### config.mk
export PLATFORM = sky130hd
export DESIGN_NAME = dff8_bank_arbiter
export DESIGN_NICKNAME = d
export VERILOG_FILES = /design/src/rtl/dff8_bank_pkg.sv /design/src/rtl/dff8_bank_bank.sv /design/src/rtl/dff8_bank_arbiter.sv
export SDC_FILE = /design/constraint.sdc
export NUM_CORES = 1
export LEC_CHECK = 0
export ABC_CLOCK_PERIOD_IN_PS = 5830
export BUFFER_PORTS_ARGS = -buffer_cell sky130_fd_sc_hd__buf_4
export CAP_MARGIN = 20
export CORE_ASPECT_RATIO = 0.7
export CORE_MARGIN = 3
export CORE_UTILIZATION = 59
export CTS_BUF_LIST = sky130_fd_sc_hd__clkbuf_4
export DETAILED_ROUTE_END_ITERATION = 10
export PLACE_DENSITY = 0.9
export SYNTH_ARGS = -nofsm -noshare
export SYNTH_HDL_FRONTEND = slang
export SYNTH_SLANG_ARGS = --single-unit
### constraint.sdc
create_clock -name clk -period 5.83 [get_ports clk]
set_clock_uncertainty 0.2 [all_clocks]
set_input_delay 0.583 -clock clk [delete_from_list [all_inputs] [get_ports clk]]
set_output_delay 0.583 -clock clk [all_outputs]
set_load 0.02 [all_outputs]
### src/rtl/dff8_bank_pkg.sv
// Shared constants, lock-state encoding and the round-robin search helper
// for the dff8 bank arbiter.
package dff8_bank_pkg;

    localparam int DATA_W_DEF = 8;
    localparam int ADDR_W_DEF = 2;

    typedef enum logic {
        UNLOCKED = 1'b0,
        LOCKED   = 1'b1
    } lock_state_e;

    // Returns the first requester at or after ptr (mod num) with req set, or -1.
    function automatic int rr_next(input int ptr, input logic [31:0] req_vec, input int num);
        int         idx;
        logic [4:0] c;
        logic       hit;
        idx = -1;
        for (int k = 0; k < 32; k++) begin
            c   = 5'((ptr + k) % num);
            hit = (k < num) && (idx < 0) && req_vec[c];
            idx = hit ? int'(c) : idx;
        end
        return idx;
    endfunction

endpackage

### src/rtl/dff8_bank_bank.sv
// DEPTH x DATA_W register storage: one write port, one combinational read port.
// Addresses outside 0..DEPTH-1 never match, so writes drop and reads give zero.
module dff8_bank
    import dff8_bank_pkg::*;
#(
    parameter int DATA_W = DATA_W_DEF,
    parameter int DEPTH  = 4,
    parameter int ADDR_W = ADDR_W_DEF
) (
    input  logic              clk,
    input  logic              rst_n,
    input  logic              we,
    input  logic [ADDR_W-1:0] waddr,
    input  logic [DATA_W-1:0] wdata,
    input  logic [ADDR_W-1:0] raddr,
    output logic [DATA_W-1:0] rdata
);

    logic [DATA_W-1:0] mem_q [DEPTH];
    logic [DATA_W-1:0] mem_d [DEPTH];

    // Next contents: only the addressed entry takes the write data.
    always_comb begin
        for (int j = 0; j < DEPTH; j++) begin
            mem_d[j] = (we && (waddr == ADDR_W'(j))) ? wdata : mem_q[j];
        end
    end

    // Read mux built as an AND-OR tree over all entries.
    always_comb begin
        rdata = {DATA_W{1'b0}};
        for (int j = 0; j < DEPTH; j++) begin
            rdata = rdata | ({DATA_W{raddr == ADDR_W'(j)}} & mem_q[j]);
        end
    end

    // Storage flops with asynchronous clear.
    always_ff @(posedge clk or negedge rst_n) begin
        if (!rst_n) begin
            for (int j = 0; j < DEPTH; j++) begin
                mem_q[j] <= {DATA_W{1'b0}};
            end
        end else begin
            mem_q <= mem_d;
        end
    end

endmodule

### src/rtl/dff8_bank_arbiter.sv
// Round-robin arbiter granting one requester per cycle a single access to a
// shared register bank, with a bounded lock for back-to-back grants.
module dff8_bank_arbiter
    import dff8_bank_pkg::*;
#(
    parameter int NUM_REQ  = 4,
    parameter int DATA_W   = DATA_W_DEF,
    parameter int DEPTH    = 4,
    parameter int ADDR_W   = ADDR_W_DEF,
    parameter int LOCK_MAX = 3,
    localparam int ID_W    = $clog2(NUM_REQ),
    localparam int CNT_W   = $clog2(LOCK_MAX + 1)
) (
    input  logic                      clk,
    input  logic                      rst_n,
    input  logic [NUM_REQ-1:0]        req,
    input  logic [NUM_REQ-1:0]        we,
    input  logic [NUM_REQ-1:0]        lock,
    input  logic [NUM_REQ*ADDR_W-1:0] addr,
    input  logic [NUM_REQ*DATA_W-1:0] wdata,
    output logic [NUM_REQ-1:0]        gnt,
    output logic [DATA_W-1:0]         rdata,
    output logic                      rvalid,
    output logic [ID_W-1:0]           rd_id,
    output logic [CNT_W-1:0]          lock_cnt
);

    lock_state_e       lock_st_q, lock_st_d;
    logic [ID_W-1:0]   owner_q, owner_d;
    logic [CNT_W-1:0]  lock_cnt_q, lock_cnt_d;
    logic [ID_W-1:0]   rr_ptr_q, rr_ptr_d;
    logic [DATA_W-1:0] rdata_q, rdata_d;
    logic              rvalid_q, rvalid_d;
    logic [ID_W-1:0]   rd_id_q, rd_id_d;

    int                rr_idx_s;
    logic              hold_s;
    logic              xfer_s;
    logic [NUM_REQ-1:0] gnt_rr_s, gnt_own_s, gnt_s;
    logic [ID_W-1:0]   win_idx_s;
    logic [ADDR_W-1:0] win_addr_s;
    logic [DATA_W-1:0] win_wdata_s;
    logic              win_we_s, win_lock_s;
    logic [DATA_W-1:0] bank_rdata_s;

    // Grant selection and winner-side operand mux.
    always_comb begin
        hold_s   = (lock_st_q == LOCKED) && req[owner_q] && (lock_cnt_q < CNT_W'(LOCK_MAX));
        rr_idx_s = rr_next(int'(rr_ptr_q), 32'(req), NUM_REQ);
        for (int i = 0; i < NUM_REQ; i++) begin
            gnt_rr_s[i]  = (rr_idx_s == i);
            gnt_own_s[i] = (owner_q == ID_W'(i));
        end
        if (!rst_n) begin
            gnt_s = {NUM_REQ{1'b0}};
        end else if (hold_s) begin
            gnt_s = gnt_own_s;
        end else begin
            gnt_s = gnt_rr_s;
        end
        xfer_s      = |gnt_s;
        win_idx_s   = {ID_W{1'b0}};
        win_addr_s  = {ADDR_W{1'b0}};
        win_wdata_s = {DATA_W{1'b0}};
        win_we_s    = 1'b0;
        win_lock_s  = 1'b0;
        for (int i = 0; i < NUM_REQ; i++) begin
            win_idx_s   = win_idx_s   | ({ID_W{gnt_s[i]}} & ID_W'(i));
            win_addr_s  = win_addr_s  | ({ADDR_W{gnt_s[i]}} & addr[i*ADDR_W +: ADDR_W]);
            win_wdata_s = win_wdata_s | ({DATA_W{gnt_s[i]}} & wdata[i*DATA_W +: DATA_W]);
            win_we_s    = win_we_s    | (gnt_s[i] & we[i]);
            win_lock_s  = win_lock_s  | (gnt_s[i] & lock[i]);
        end
    end

    // Lock FSM, pointer rotation and read-return next state.
    always_comb begin
        lock_st_d  = lock_st_q;
        owner_d    = owner_q;
        lock_cnt_d = lock_cnt_q;
        rr_ptr_d   = rr_ptr_q;
        if (xfer_s) begin
            rr_ptr_d = (win_idx_s == ID_W'(NUM_REQ - 1)) ? {ID_W{1'b0}} : (win_idx_s + ID_W'(1));
            if (win_lock_s) begin
                if ((lock_st_q == LOCKED) && (owner_q == win_idx_s) &&
                    (lock_cnt_q < CNT_W'(LOCK_MAX))) begin
                    lock_cnt_d = lock_cnt_q + CNT_W'(1);
                end else begin
                    // Fresh lock, or the owner re-arming after exhausting its budget.
                    lock_st_d  = LOCKED;
                    owner_d    = win_idx_s;
                    lock_cnt_d = CNT_W'(1);
                end
            end else begin
                lock_st_d  = UNLOCKED;
                lock_cnt_d = {CNT_W{1'b0}};
            end
        end else if ((lock_st_q == LOCKED) && !req[owner_q]) begin
            lock_st_d  = UNLOCKED;
            lock_cnt_d = {CNT_W{1'b0}};
        end else begin
            lock_st_d = lock_st_q;
        end
        rvalid_d = xfer_s && !win_we_s;
        rdata_d  = rvalid_d ? bank_rdata_s : rdata_q;
        rd_id_d  = rvalid_d ? win_idx_s : rd_id_q;
    end

    // Arbiter state and registered read outputs.
    always_ff @(posedge clk or negedge rst_n) begin
        if (!rst_n) begin
            lock_st_q  <= UNLOCKED;
            owner_q    <= {ID_W{1'b0}};
            lock_cnt_q <= {CNT_W{1'b0}};
            rr_ptr_q   <= {ID_W{1'b0}};
            rdata_q    <= {DATA_W{1'b0}};
            rvalid_q   <= 1'b0;
            rd_id_q    <= {ID_W{1'b0}};
        end else begin
            lock_st_q  <= lock_st_d;
            owner_q    <= owner_d;
            lock_cnt_q <= lock_cnt_d;
            rr_ptr_q   <= rr_ptr_d;
            rdata_q    <= rdata_d;
            rvalid_q   <= rvalid_d;
            rd_id_q    <= rd_id_d;
        end
    end

    dff8_bank #(
        .DATA_W (DATA_W),
        .DEPTH  (DEPTH),
        .ADDR_W (ADDR_W)
    ) u_bank (
        .clk   (clk),
        .rst_n (rst_n),
        .we    (xfer_s & win_we_s),
        .waddr (win_addr_s),
        .wdata (win_wdata_s),
        .raddr (win_addr_s),
        .rdata (bank_rdata_s)
    );

    assign gnt      = gnt_s;
    assign rdata    = rdata_q;
    assign rvalid   = rvalid_q;
    assign rd_id    = rd_id_q;
    assign lock_cnt = lock_cnt_q;

endmodule

=== After elaboration in Yosys (flattened, before gate mapping) ===
Index checks and enable logic that the tools add are counted.

* Bits in registers: 50
* Input port bits: 54
* Output and inout bits: 17
* Logic and storage cells: 129

* $add $sub $neg: 5
* $lt $le $gt $ge: 9
* Equal/unequal tests: 12
* Muxes and demuxes: 25
* Bitwise logic cells: 42
* Reductions and logical operators: 25

{| class="wikitable"
|+ Operator list
! kind !! number
|-
| 32-bit 2-to-1 mux || 4
|-
| 32-bit by 1-bit < comparator with 1-bit output (second input constant) || 3
|-
| 8-bit bitwise AND || 8
|-
| 32-bit by 3-bit == test with 1-bit output (second input constant) || 2
|-
| 8-bit bitwise OR || 6
|-
| 32-bit by 2-bit == test with 1-bit output (second input constant) || 1
|-
| 32-bit logical NOT || 1
|-
| 5-bit by 6-bit < comparator with 1-bit output (second input constant) || 3
|-
| 1-bit logical AND || 13
|-
| 2-bit == test (second input constant) || 5
|-
| 2-bit 2-to-1 mux || 5
|-
| 1-bit bitwise AND || 9
|-
| 1-bit binary-select mux with 3-bit select || 3
|-
| 1-bit 2-to-1 mux || 9
|-
| 2-bit bitwise AND || 4
|-
| 4-bit 2-to-1 mux || 2
|-
| 2-bit bitwise OR || 4
|-
| 2-bit by 1-bit adder with 2-bit output (second input constant) || 3
|-
| 2-bit by 6-bit < comparator with 1-bit output (second input constant) || 1
|-
| 1-bit bitwise OR || 6
|-
| 2-bit OR reduction || 3
|-
| 2-bit adder (second input constant) || 2
|-
| 1-bit binary-select mux with 2-bit select || 2
|-
| 2-bit by 1-bit == test with 1-bit output (second input constant) || 2
|-
| 13 further kinds || 17
|}

=== Logic depth before layout (Yosys ltp) ===
Gate-level depths: netlist (run 1).

* Word-level depth: 25
* Mapped depth: 10

=== Modules after synthesis ===
Synthesis (run 1) repeated with hierarchy kept, for this count alone.

* Cells, all modules: 219
* Area total of the unflattened synthesis: 2747.6 µm²

{| class="wikitable"
|+ Modules (own cells, without submodules)
! module !! times used !! cells each !! area each (µm²) !! sequential area each (µm²)
|-
| dff8_bank || 1 || 78 || 1402.6 || 800.8
|-
| dff8_bank_arbiter || 1 || 141 || 1345.0 || 450.4
|}

=== Worst setup path before layout (run 1) ===
OpenSTA, ideal clock, no wires.

* Kind: reg2reg
* Start point: register lock_cnt_q[0], in the netlist lock_cnt[0]
* End point: register rdata_q[0], in the netlist rdata[0]
* Data arrival time: 2.826 ns
* Required time: 5.490 ns
* Slack: 2.665 ns
* Stages on the path, launching flop included: 11
* Cell sequence: dfrtp_1 -> ha_1 -> or3b_4 -> o22ai_4 -> mux2i_1 -> a22o_1 -> a221o_1 -> buf_4 -> buf_2 -> mux2i_1 -> o221ai_1

* Word-level cells in the longest chain between the ends: 13

{| class="wikitable"
|+ RTL lines
! what !! RTL line !! source
|-
| from (decl) || dff8_bank_arbiter.sv:30 || <nowiki>logic [CNT_W-1:0] lock_cnt_q, lock_cnt_d;</nowiki>
|-
| from (signal assigned) || dff8_bank_arbiter.sv:114 || <nowiki>lock_cnt_q <= {CNT_W{1'b0}};</nowiki>
|-
| from (signal assigned) || dff8_bank_arbiter.sv:122 || <nowiki>lock_cnt_q <= lock_cnt_d;</nowiki>
|-
| 2-bit < comparator * || dff8_bank_arbiter.sv:48 || <nowiki>hold_s = (lock_st_q == LOCKED) && req[owner_q] && (lock_cnt_q < CNT_W'(LOCK_MAX));</nowiki>
|-
| 1-bit logical AND * || dff8_bank_arbiter.sv:48 ||
|-
| 4-bit 2-to-1 mux * || dff8_bank_arbiter.sv:56 || <nowiki>end else if (hold_s) begin</nowiki>
|-
| 4-bit 2-to-1 mux * || dff8_bank_arbiter.sv:54 || <nowiki>if (!rst_n) begin</nowiki>
|-
| 2-bit bitwise AND || dff8_bank_arbiter.sv:69 || <nowiki>win_addr_s = win_addr_s | ({ADDR_W{gnt_s[i]}} & addr[i*ADDR_W +: ADDR_W]);</nowiki>
|-
| 2-bit bitwise OR (3 in a row) || dff8_bank_arbiter.sv:69 ||
|-
| 2-bit by 1-bit == test with 1-bit output / 2-bit logical NOT (equally long branches) || dff8_bank_bank.sv:33 || <nowiki>rdata = rdata | ({DATA_W{raddr == ADDR_W'(j)}} & mem_q[j]);</nowiki>
|-
| 8-bit bitwise AND || dff8_bank_bank.sv:33 ||
|-
| 8-bit bitwise OR (3 in a row) || dff8_bank_bank.sv:33 ||
|-
| to (signal assigned) || dff8_bank_arbiter.sv:116 || <nowiki>rdata_q <= {DATA_W{1'b0}};</nowiki>
|-
| to (signal assigned) || dff8_bank_arbiter.sv:124 || <nowiki>rdata_q <= rdata_d;</nowiki>
|-
| to (decl) || dff8_bank_arbiter.sv:32 || <nowiki>logic [DATA_W-1:0] rdata_q, rdata_d;</nowiki>
|}

Every way passes the cells marked *; elsewhere a longest branch is shown, timed or not.
A chain may end at the register's enable or synchronous reset.

=== Final worst setup path (run 1) ===
* Start point: register owner_q[0]
* End point: register u_bank.mem_q[15] in the netlist's numbering

* Word-level cells in the longest chain between the ends: 12

{| class="wikitable"
|+ RTL lines
! what !! RTL line !! source
|-
| from (decl) || dff8_bank_arbiter.sv:29 || <nowiki>logic [ID_W-1:0] owner_q, owner_d;</nowiki>
|-
| from (signal assigned) || dff8_bank_arbiter.sv:113 || <nowiki>owner_q <= {ID_W{1'b0}};</nowiki>
|-
| from (signal assigned) || dff8_bank_arbiter.sv:121 || <nowiki>owner_q <= owner_d;</nowiki>
|-
| 1-bit binary-select mux with 2-bit select || dff8_bank_arbiter.sv:48 ||
|-
| 1-bit 2-to-1 mux (implied by the code) || dff8_bank_arbiter.sv:48 ||
|-
| 1-bit logical AND (2 in a row) || dff8_bank_arbiter.sv:48 ||
|-
| 4-bit 2-to-1 mux * || dff8_bank_arbiter.sv:56 ||
|-
| 4-bit 2-to-1 mux * || dff8_bank_arbiter.sv:54 ||
|-
| 2-bit bitwise AND / 1-bit bitwise AND (equally long branches) || dff8_bank_arbiter.sv:69, dff8_bank_arbiter.sv:71 ||
|-
| 2-bit bitwise OR / 1-bit bitwise OR (equally long branches) (3 in a row) || dff8_bank_arbiter.sv:69, dff8_bank_arbiter.sv:71 ||
|-
| 2-bit == test / 1-bit bitwise AND (equally long branches) || dff8_bank_bank.sv:25, dff8_bank_arbiter.sv:137 ||
|-
| 1-bit logical AND || dff8_bank_bank.sv:25 || <nowiki>mem_d[j] = (we && (waddr == ADDR_W'(j))) ? wdata : mem_q[j];</nowiki>
|-
| to (signal, indexed assignment) || dff8_bank_bank.sv:41 || <nowiki>mem_q[j] <= {DATA_W{1'b0}};</nowiki>
|-
| to (signal assigned) || dff8_bank_bank.sv:44 || <nowiki>mem_q <= mem_d;</nowiki>
|-
| to (decl) || dff8_bank_bank.sv:19 || <nowiki>logic [DATA_W-1:0] mem_q [DEPTH];</nowiki>
|}

Every way passes the cells marked *; elsewhere a longest branch is shown, timed or not. The select of a mux whose other input is x is not followed.

==> flow_metrics.tcl, run 1 <==
set metrics [dict create \
    layout-drive-gt1-share_pct 42.4 \
    yosysWarnings 0 \
    p_leak_uw 0.00163 \
    cp-start-kind "flip-flop" \
    nNetsFinal 351 \
    rsz0062_at_grt "false" \
    worstPathArrival_ns 4.25 \
    clock_power_share_pct 15.0 \
    hold_buffers 0 \
    endpoint_kind "flip-flop" \
    syn_area_mm2 0.00272 \
    min_period_ns 4.20 \
    start_util_pct 65.4 \
    die_area_mm2 0.00548 \
    clk_latency_ns 0.35 \
    cts_buffers 5 \
    combPwrFrac_pct 48.4 \
    sequentialPowerShare_pct 36.7 \
    via_per_inst 6.56 \
    power_uw 1590 \
    grt_pass1_wl_mm 11.2 \
    syn_area_per_cell_um2 11.7 \
    slew_headroom_pct 24.8 \
    cp.required_ns 5.88 \
    power.switching_uw 623 \
    cts_max_path_buffers 2 \
    post_cts_buffers 0 \
    synthCells 232 \
    ys_seq_area_share_pct 46.0 \
    fmax_mhz 238 \
    r2r-start "owner_q[0]$_DFFE_PN0P_" \
    cts.repair.resized 0 \
    die_x_um 87.2 \
    r2r_setup_slack_ns 1.63 \
    mostFrequentLayoutCell "buf_4" \
    die_y_um 62.8 \
    grt_usage_pct 26.4 \
    io_buffers 70 \
    worstReg2RegEnd "u_bank.mem_q[15]$_DFFE_PN0P_" \
    hold_viol_final 0 \
    ant_nets 0 \
    grt_max_degree 57 \
    fin_crit_sh_pct 72.0 \
    rows 19 \
    switching_share_pct 39.1 \
    pin_count 71 \
    path_clk_slew_ns 0.15 \
    num_antenna_cells 0 \
    hold_path.class "input port to asynchronous set/reset pin" \
    synth_seq_cells 50 \
    ys.flop_type "dfrtp_1" \
    worstMarginPinSlew_ns 1.12 \
    final.fill_count 258 \
    htreeDepth 2 \
    remaining_drc_errors 0 \
    tns_ns 0 \
    hpwl_mm 4.97 \
    ir_worst_vdd_mv 0.381 \
    final-setup-viol-count 0 \
    synth_async_sr_flop_share_pct 100 \
    outcome "finished, final reports clean" \
    gp_congestion 0.810 \
    via_count 2289 \
    drtPass1Iterations 6 \
    drt_iter0_drc 161 \
    antenna_found_initial 0 \
    critical_path_class "flip-flop to flip-flop" \
    final_cell_mix "buf_4, dfrtp_1, mux2_2, mux2i_1, nand2_1" \
    cp_max_fo 18 \
    p_per_area_mw_per_mm2 475 \
    core_area_mm2 0.00416 \
    drv_slew 0 \
    grt_pass1_vias 2279 \
    r2r_cells 7 \
    startpoint "owner_q[0]$_DFFE_PN0P_" \
    intPower_uw 970 \
    area_growth_pct 23.2 \
    crit_end "u_bank.mem_q[15]$_DFFE_PN0P_" \
    wl_mm 6.99 \
    synth_cell_types 48 \
    drv_cap 0 \
    wl_per_cell_um 20.0 \
    syn_nets 287 \
    cts_root_buffer "clkbuf_4" \
    tritoncts "done" \
    cts_num_sinks 50 \
    grt_overflow 0 \
    synth_edf_count 0 \
]
## cell families (layout without fill, tap and decap cells)
family          after synthesis  in the layout  synth area share [%]
flops                        50             50                  46.0
simple gates                 49             49                  10.3
mux                          55             55                  21.9
xor+xnor                      1              1                 0.322
compound gates               58             58                  17.8
buf+inv                      18             83                  3.31
fa+ha+maj                     1              1                 0.460
## per-layer routing
layer	track usage, %	routed length [um]	up-vias
met1	37.7	3050	1168
met5	0	0	-
met2	40.7	3340	92
li1	-	-	1018
met3	5.14	522	11
met4	7.85	75	0
## cell usage after synthesis, types with 2 or more instances
cell type  instances  area, um^2
a221o_1            4        40.0
nand3_2            2        20.0
clkbuf_1           8        30.0
nand3b_1           2        15.0
o221ai_1           8        70.1
nor3_1             2        10.0
buf_2              3        15.0
dfrtp_1           50        1250
nor2_1             5        18.8
o21ai_0           13        65.1
nand2b_1           4        25.0
buf_6              2        22.5
mux2_2            36         405
buf_1              2        7.51
inv_1              2        7.51
nor2b_1            4        25.0
a22o_1             5        43.8
a222oi_1           8        80.1
mux2i_1           19         190
nand2_1           18        67.6
a21oi_1            5        25.0
or2_2              2        12.5
a21o_1             3        22.5
## power by group through the flow
stage	Combinational, uW	Sequential, uW	Clock, uW
2_1_floorplan	557	574	0
3_3_place_gp	740	580	0
3_5_place_dp	765	588	0
4_1_cts	768	581	241
5_1_grt	830	601	258
6_report	771	584	238
## critical path, cell delays in order, from the launching register on
cell	delay [ns]
dfrtp_1	0.58
mux2i_1	0.42
o22ai_4	0.18
o41ai_4	1.05
a22o_1	0.28
a221o_1	0.52
nand3b_1	0.45
mux2_2	0.40
## stage by stage
step           utilization, %  instance area (um^2)  worst slack (ns)  hold WS [ns]  instances
2_1_floorplan               -                  2720              2.66        0.0874        232
3_3_place_gp             78.2                  3250              1.67         0.288        341
3_5_place_dp             78.2                  3250              1.53         0.293        341
4_1_cts                  80.6                  3350              1.71        0.0459        349
5_1_grt                  80.6                  3350              1.50        0.0538        349
6_report                 80.6                  3350              1.63        0.0343        349
## layout make-up
cell class	instances	area [um^2]	share of cell area (%)
multi-input cells	164	1380	41.2
flip-flops and latches	50	1250	37.3
repair buffers	73	548	16.3
well taps	52	65.1	1.94
clock inverters	3	63.8	1.90
clock buffers	5	37.5	1.12
inverters	2	7.51	0.224
## state kept, by name (all words and copies together), names as in the netlist
name / count
u_bank.mem_q: 32
rdata: 8
lock_cnt: 2
owner_q: 2
rd_id: 2
rr_ptr_q: 2
lock_st_q: 1
rvalid: 1
## worst min path at each step
stage,start,to,cells after the start
2_1_floorplan,rst_n,lock_cnt[0]$_DFFE_PN0P_,0
3_3_place_gp,u_bank.mem_q[4]$_DFFE_PN0P_,u_bank.mem_q[4]$_DFFE_PN0P_,1
3_5_place_dp,u_bank.mem_q[6]$_DFFE_PN0P_,u_bank.mem_q[6]$_DFFE_PN0P_,1
4_1_cts,rst_n,rdata[5]$_DFFE_PN0P_,1
5_1_grt,rst_n,u_bank.mem_q[9]$_DFFE_PN0P_,1
6_report,rst_n,rdata[5]$_DFFE_PN0P_,1
Note: power is estimated with default switching activity, not from simulation.
==> inputs of run 2 (changes only) <==
--- a/config.mk
+++ b/config.mk
@@ -5,15 +5,16 @@
 export SDC_FILE = /design/constraint.sdc
 export NUM_CORES = 1
 export LEC_CHECK = 0
-export ABC_CLOCK_PERIOD_IN_PS = 5830
+export ABC_AREA = 1
+export ABC_CLOCK_PERIOD_IN_PS = 3950
 export BUFFER_PORTS_ARGS = -buffer_cell sky130_fd_sc_hd__buf_4
 export CAP_MARGIN = 20
 export CORE_ASPECT_RATIO = 0.7
 export CORE_MARGIN = 3
-export CORE_UTILIZATION = 59
+export CORE_UTILIZATION = 57
 export CTS_BUF_LIST = sky130_fd_sc_hd__clkbuf_4
 export DETAILED_ROUTE_END_ITERATION = 10
-export PLACE_DENSITY = 0.9
+export PLACE_DENSITY = 0.85
 export SYNTH_ARGS = -nofsm -noshare
 export SYNTH_HDL_FRONTEND = slang
 export SYNTH_SLANG_ARGS = --single-unit
==> constraint.sdc (replaced) <==
create_clock -name clk -period 3.95 [get_ports clk]
set_clock_uncertainty 0.2 [all_clocks]
set_input_delay 0.395 -clock clk [delete_from_list [all_inputs] [get_ports clk]]
set_output_delay 0.395 -clock clk [all_outputs]
set_load 0.02 [all_outputs]
==> flow_metrics.tcl, run 2 <==
set metrics [dict create \
    remaining_drc_errors 0 \
    synth.top_cells.by_area "dfrtp_1, nand2_1, nand3_1, inv_1, nor2_1" \
    fin_crit_sh_pct 82.3 \
    muxShareOfSynthArea_pct 0 \
    core_area_mm2 0.00534 \
    syn_area_mm2 0.00322 \
    synth_cell_types 30 \
    place_area_mm2 0.00374 \
    cp_max_fo 11 \
    worstHoldPathCells 3 \
    hold_path.class "input port to flip-flop" \
    cp.required_ns 3.36 \
    finalInstanceArea_mm2 0.00385 \
    synth_xor_area_share_pct 0.272 \
    drv_cap 0 \
    gp_congestion 0.876 \
    synthSimpleGateAreaFrac_pct 41.6 \
    min_period_ns 3.25 \
    io_buffers 70 \
    via_count 3193 \
    grt_pass1_wl_mm 13.3 \
    synth.cells.most_frequent "nand2_1, nand3_1, dfrtp_1" \
    worstMarginPinSlew_ns 0.651 \
    clk_latency_ns 0.37 \
    r2r_cells 16 \
    ant_nets 0 \
    yosysMostFrequentCell "nand2_1" \
    cts_root_buffer "clkbuf_4" \
    nNetsFinal 580 \
    drtPass1Iterations 5 \
    seqCellArea_mm2 0.00125 \
    die_x_um 95.9 \
    mostFrequentLayoutCell "nand2_1" \
    area_growth_pct 19.7 \
    outcome "finished, final reports clean" \
    critical_path_class "flip-flop to output pin" \
    synth_async_sr_flop_share_pct 100 \
    cts_max_path_buffers 2 \
    largest_reg_flops 32 \
    final.fill_count 458 \
    ys_seq_area_share_pct 38.8 \
    fin_util_pct 72.2 \
    yosysWarnings 0 \
    wl_mm 8.12 \
    synth_edf_count 0 \
    pin_count 71 \
    synthCells 459 \
    cp-start-kind "flip-flop" \
    grt_pass1_vias 2842 \
    start_util_pct 60.3 \
    worstPathArrival_ns 2.66 \
    top_register "u_bank.mem_q" \
    hpwl_mm 6.18 \
    synth_top_area_share_pct 38.8 \
    synth_top_family_by_area "simple AND/OR/NAND/NOR gates" \
    endpoint_kind "output pin" \
    ys.flop_type "dfrtp_1" \
    num_antenna_cells 0 \
    path_clk_slew_ns 0.14 \
    grt_usage_pct 26.4 \
    antenna_found_initial 0 \
    grt_overflow 0 \
    drv_slew 0 \
    syn_nets 514 \
    tns_ns 0 \
    cts_num_sinks 50 \
    slew_headroom_pct 56.4 \
    multi_input_area_mm2 0.00161 \
    cts_buffers 5 \
    synthAdderAreaFrac_pct 0.388 \
    drt_iter0_drc 203 \
    fmax_mhz 307 \
    die_y_um 68.9 \
    synth_largest_area_cell "dfrtp_1" \
    htreeDepth 2 \
    rows 22 \
    synth_compound_area_share_pct 7.73 \
    via_per_inst 5.34 \
    syn_area_per_cell_um2 7.02 \
    final-setup-viol-count 0 \
    wl_per_cell_um 13.6 \
    die_area_mm2 0.00660 \
    layout-drive-gt1-share_pct 26.4 \
    synth_seq_cells 50 \
    grt_max_degree 45 \
    final_cell_mix "nand2_1, buf_4, nand3_1, dfrtp_1, inv_1" \
    hold_viol_final 0 \
    tritoncts "done" \
    rsz0062_at_grt "false" \
]
-- run 2: cell count changes in the layout (fill, tap and decap cells not counted), moves of 19 or more --
cell / change
nand2_1: +129
mux2i_1: -19
mux2_2: -36
nand3_1: +51
nor2_1: +29
nand2_2: +19
inv_1: +46
-- run 2: worst paths after layout --
kind	startpoint	slack, ns	end
max in group asynchronous	rst_n	2.59	u_bank.mem_q[14]$_DFFE_PN0P_
min in group asynchronous	rst_n	0.19	owner_q[1]$_DFFE_PN0P_
setup / recovery	rr_ptr_q[0]$_DFFE_PN0P_	0.70	gnt[0]
hold reg to reg	rdata[5]$_DFFE_PN0P_	0.33	rdata[5]$_DFFE_PN0P_
setup reg to reg	rr_ptr_q[0]$_DFFE_PN0P_	0.72	u_bank.mem_q[1]$_DFFE_PN0P_
hold / removal	lock[1]	0.10	owner_q[0]$_DFFE_PN0P_
-- run 2: layout make-up --
cell class                 count  share of cell area, %
inverter                      67                   6.52
sequential                    50                   32.5
multi-input combinational    328                   41.8
tap                           72                   2.34
clock inverter                 3                   1.66
clock buffer                   5                  0.974
timing repair buffer          73                   14.3
-- run 2: cell families after synthesis --
| kind of cell | after synthesis |
|---|---|
| adder cells (fa/ha/maj) | 1 |
| AND/OR/NAND/NOR | 282 |
| XOR/XNOR | 1 |
| AO/OA/AOI/OAI | 44 |
| flip-flops | 50 |
| buffers and inverters | 81 |
-- run 2: metrics by stage --
step	std cells	setup WS, ns	hold WS (ns)
2_1_floorplan	459	1.52	-0.101
3_3_place_gp	589	0.919	0.0360
5_1_grt	598	0.362	0.0949
6_report	598	0.698	0.102
3_5_place_dp	589	0.788	0.0374
4_1_cts	598	0.710	0.101
-- run 2: timing repair --
item,CTS,global route
hold endpoints to repair,6,0
hold buffers,1,0
buffers inserted,0,0
gates resized for setup,0,0
-- run 2: layer usage --
metal / share of wire (%) / vias up / routed length, um / global-route usage (%)
met5: 0 / - / 0 / 0
met4: 0.70 / 0 / 57 / 5.67
met3: 9.7 / 7 / 784 / 7.05
met2: 41 / 162 / 3300 / 37.0
met1: 49 / 1445 / 3980 / 40.5
li1: - / 1579 / - / -
-- run 2: critical path: stages (launching register included) --
cell	delay, ns
dfrtp_1	0.57
inv_2	0.15
nand2_1	0.14
nand3_1	0.12
nand2_1	0.14
inv_2	0.06
nand2_1	0.06
nand2_1	0.07
nand2_1	0.10
nor2_1	0.04
nand2_1	0.09
nand2_2	0.10
nand2_1	0.11
clkinv_1	0.27
buf_4	0.26
Power of run 2 is not shown: default switching activity piles up to over one toggle a cycle in this logic, so the estimate is an artifact.
